**src/rtl/comp_64bit.sv**
```systemverilog
// Registered magnitude comparator: one-hot LT/EQ/GT code, zero-extended to WIDTH.
// 4-bit slices feed a log-depth priority tree; there is no wide subtractor.
module comp_64bit #(
   parameter int unsigned WIDTH  = 64,
   parameter bit          SIGNED = 1'b0
) (
   input  logic             clk,
   input  logic             rst_n,
   input  logic [WIDTH-1:0] A,
   input  logic [WIDTH-1:0] B,
   output logic [WIDTH-1:0] outp
);

   localparam int unsigned NSLICE = WIDTH / 4;
   localparam int unsigned LEVELS = (NSLICE > 1) ? $clog2(NSLICE) : 0;
   localparam int unsigned NPAD   = 1 << LEVELS;

   logic [NPAD-1:0]  slice_gt;
   logic [NPAD-1:0]  slice_eq;
   logic             gt_root;
   logic             eq_root;
   logic             lt_root;
   logic [WIDTH-1:0] outp_d;
   logic [WIDTH-1:0] outp_q;

   // Per-slice compare. Padding slices above the operand read as equal so they
   // always defer to the real slices below them.
   always_comb begin : slice_cmp
      logic [3:0] a_s;
      logic [3:0] b_s;
      slice_gt = '0;
      slice_eq = '1;
      a_s      = '0;
      b_s      = '0;
      for (int s = 0; s < int'(NSLICE); s++) begin
         a_s = A[4*s +: 4];
         b_s = B[4*s +: 4];
         // Flipping both sign bits turns two's-complement order into unsigned order.
         if (SIGNED && (s == int'(NSLICE) - 1)) begin
            a_s[3] = ~a_s[3];
            b_s[3] = ~b_s[3];
         end
         slice_gt[s] = (a_s > b_s);
         slice_eq[s] = (a_s == b_s);
      end
   end

   // Pairwise tree: the higher-order node wins unless it is equal.
   always_comb begin : cmp_tree
      logic [NPAD-1:0] gt_n [LEVELS+1];
      logic [NPAD-1:0] eq_n [LEVELS+1];
      for (int l = 0; l <= int'(LEVELS); l++) begin
         gt_n[l] = '0;
         eq_n[l] = '0;
      end
      gt_n[0] = slice_gt;
      eq_n[0] = slice_eq;
      for (int l = 0; l < int'(LEVELS); l++) begin
         for (int i = 0; i < int'(NPAD / 2); i++) begin
            if (i < int'(NPAD >> (l + 1))) begin
               gt_n[l+1][i] = gt_n[l][2*i+1] | (eq_n[l][2*i+1] & gt_n[l][2*i]);
               eq_n[l+1][i] = eq_n[l][2*i+1] & eq_n[l][2*i];
            end
         end
      end
      gt_root = gt_n[LEVELS][0];
      eq_root = eq_n[LEVELS][0];
   end

   always_comb begin
      lt_root = ~gt_root & ~eq_root;
      outp_d  = {{(WIDTH-3){1'b0}}, gt_root, eq_root, lt_root};
   end

   always_ff @(posedge clk) begin
      if (!rst_n) begin
         outp_q <= '0;
      end else begin
         outp_q <= outp_d;
      end
   end

   assign outp = outp_q;

endmodule

```
**config.mk**
```make
export PLATFORM = sky130hd
export DESIGN_NAME = comp_64bit
export DESIGN_NICKNAME = d
export VERILOG_FILES = /design/src/rtl/comp_64bit.sv
export SDC_FILE = /design/constraint.sdc
export NUM_CORES = 1
export LEC_CHECK = 0
export BUFFER_PORTS_ARGS = -buffer_cell sky130_fd_sc_hd__clkbuf_2
export CAP_MARGIN = 15
export CORE_MARGIN = 1
export CORE_UTILIZATION = 40
export CTS_CLUSTER_DIAMETER = 60
export DETAILED_ROUTE_END_ITERATION = 12
export PLACE_DENSITY_LB_ADDON = 0.08
export REMOVE_ABC_BUFFERS = 1
export SLEW_MARGIN = 15
export SYNTH_ARGS = -nofsm -noshare
export SYNTH_HDL_FRONTEND = slang
export SYNTH_SLANG_ARGS = --single-unit
```
**constraint.sdc**
```tcl
create_clock -name clk -period 2.28 [get_ports clk]
set_input_delay 0.684 -clock clk [delete_from_list [all_inputs] [get_ports clk]]
set_output_delay 0.684 -clock clk [all_outputs]
set_load 0.02 [all_outputs]
```
==> flow_summary.toml <==
[power_and_ir_drop]
power_density_mw_per_mm2 = 238.3
p_switching_uw = 312.9
peakVddDrop_mv = 0.1067
power_uw = 711.9
p_leak_nw = 1.941
clkPwrFrac_pct = 21.5
p_comb_share_pct = 70.4
seqPwrFrac_pct = 8.1
p_sw_share_pct = 43.96
cellInternalPower_uw = 399.0

[setup_path]
criticalPathCategory = "in -> reg"
slowest_stage = "ha_1"
required_ns = 2.37
crit_arrival_ns = 2.20
cp_cell_sequence = "clkbuf_2 > inv_1 > ha_1 > nand4_2 > nor4_4 > and2b_2 > nand4_4 > nor3_1 > nor4_1"
critPathLaunchType = "input pin"
path_buf_inv = 2
timing.critical_path.max_delay_family = "simple AND/OR/NAND/NOR gates"
critical_path.endpoint_type = "flip-flop"
crit_fanout = 3
critPathMaxStageDelay_ns = 0.30

[cells_and_area]
largest_reg_flops = 3
drive_gt1_share_pct = 34.57
final_area_mm2 = 0.002988
syn2layout_area_growth_pct = 27.97
fin_nets = 652
diodes = 0

[sta]
min_period_ns = 2.108
fmax_ghz = 0.4745
whs_ns = 0.7021
timing.final.ws_setup_ns = 0.1725
hold_viol_final = 0
rsz0062_at_grt = "false"
min_period_over_period_pct = 92.44
setup_viol = 0
drv_slew = 0

[floorplan]
ios = 194
rows = 27
initial_core_util_pct = 41.89
core_area_mm2 = 0.005574
die-area_mm2 = 0.006147
fp.dieW_um = 78.40
die_h_um = 78.40

[cts]
htreeDepth = 1
tritoncts = "yes"
clock-sinks = 3
cts_hold_buf = 0
clockBufferDepth = 2
clkTransAtPathRegs_ns = 0.03
root_buffer = "clkbuf_8"
cts_made_buffers = 3

[synthesis]
ys.warnings.count = 0
ys_ff_latch = 3
synth.area.top_cells = "ha_1, buf_4, inv_1"
yosysTopAreaCell = "ha_1"
ys_async_sr_fraction_pct = 0
synth-main-ff-cell = "dfxtp_1"
synthDistinctLibCells = 35
synth_top_area_share_pct = 34.30
synth-edff-count = 0
synth_area_mm2 = 0.002335
yosysSeqAreaShare_pct = 2.572
synth_cells = 312
syn_avg_cell_area_um2 = 7.483

[routing]
routed_via_density = 4.291
dr.pass1.iters = 4
vias = 2270
drtAntennaViolNets = 0
drt_first_iter_violations = 18
wirelength_mm = 4.676
drt_drc_violations_left = 0
wl_per_cell_um = 8.839

[global_routing]
antenna_found_initial = 0
first_global_vias = 1947
track_usage_pct = 14.92
grt_max_degree = 5
grt_pass1_wl_mm = 7.548
grt_overflow = 0

[place]
place_area_mm2 = 0.002928
hpwl_mm = 4.608
pre_cts_ws_ns = -0.09145
gp_congestion = 0.7438
port_buffers = 132

[min_path]
whs_endpoint = "outp[2]$_SDFF_PN0_"
worstHoldPathType = "in -> reg"
hp-start = "rst_n"
whs_path_depth = 2

[run_status]
outcome = "finished, final reports clean"

[run]
cap_violations = 0
==> metrics by stage <==
stage	std cells	util, %	TNS [ns]
2_1_floorplan	311	-	0
3_3_place_gp	525	52.53	-0.06777
3_5_place_dp	525	52.53	-0.1870
4_1_cts	529	53.33	0
5_1_grt	529	53.60	0
6_report	529	53.60	0
==> cell type report <==
type / instances / area [um^2]
clock buffers: 4 / 45.04
fillers: 591 / 2586
inverters: 72 / 270.3
multi-input cells: 236 / 1787
flip-flops and latches: 3 / 60.06
well taps: 72 / 90.09
repair buffers: 142 / 735.7
==> how the worst max path moves through the flow <==
stage	slack [ns]	cells after the start	endpoint	from
6_report	0.17	9	outp[0]$_SDFF_PN0_	B[61]
5_1_grt	0.02	9	outp[0]$_SDFF_PN0_	B[63]
4_1_cts	0.12	9	outp[0]$_SDFF_PN0_	A[60]
3_5_place_dp	-0.09	9	outp[0]$_SDFF_PN0_	B[63]
3_3_place_gp	-0.07	9	outp[0]$_SDFF_PN0_	A[60]
2_1_floorplan	0.19	8	outp[0]$_SDFF_PN0_	B[57]
==> what timing repair did <==
action | in CTS | in global routing
endpoints found under the setup margin | 0 | 1
setup buffers | 0 | 0
gates resized for setup | 0 | 2
==> layout by cell type (no fill, tap or decap), types with 2 or more instances in the layout <==
master / instances
nand2b_1: 3
o211ai_1: 8
clkbuf_2: 132
nand3_1: 4
ha_1: 64
inv_1: 72
conb_1: 61
a211oi_1: 4
a21o_1: 2
nor2b_1: 11
nand4_2: 2
o2111ai_1: 2
o21a_1: 3
nor3_1: 4
nand4_1: 11
and4_1: 2
buf_4: 10
nor2_1: 7
dfxtp_1: 3
nand2_1: 6
o21ai_0: 7
a21oi_1: 18
clkbuf_8: 3
and4_4: 2
o22ai_1: 2
nor4_4: 2
==> power by group through the flow <==
stage | Clock, mW | Combinational (mW) | Sequential, mW
after floorplan | 0 | 0.316 | 0.0630
after global placement | 0 | 0.492 | 0.0583
after detailed placement | 0 | 0.501 | 0.0583
after CTS | 0.156 | 0.504 | 0.0576
after global routing | 0.160 | 0.573 | 0.0581
final | 0.153 | 0.501 | 0.0576
==> metal layers <==
metal  up-vias  part of all wire, %  track usage, %
met5         -                    0               0
met4         0                  1.6           5.370
met3         9                  9.1           2.558
met2       120                   49           27.63
met1       916                   41           16.94
li1       1225                    -               -
==> cells by family (layout without fill, tap and decap cells) <==
kind of cell	after synthesis	count (layout)	share of synthesized area (%)
AO/OA/AOI/OAI	51	51	14.20
flip-flops	3	3	2.572
AND/OR/NAND/NOR	60	60	17.58
buffers and inverters	133	218	31.19
other	1	61	0.1606
adder cells (fa/ha/maj)	64	64	34.30
==> cell usage after synthesis (4+ instances only) <==
cell type   n
nand2_1     6
o21ai_0     7
o211ai_1    8
nor2b_1    11
nor3_1      4
nand3_1     4
inv_1      72
a211oi_1    4
nand4_1    11
nor2_1      7
a21oi_1    18
buf_4      61
ha_1       64
(Power assumes the default switching activity.)
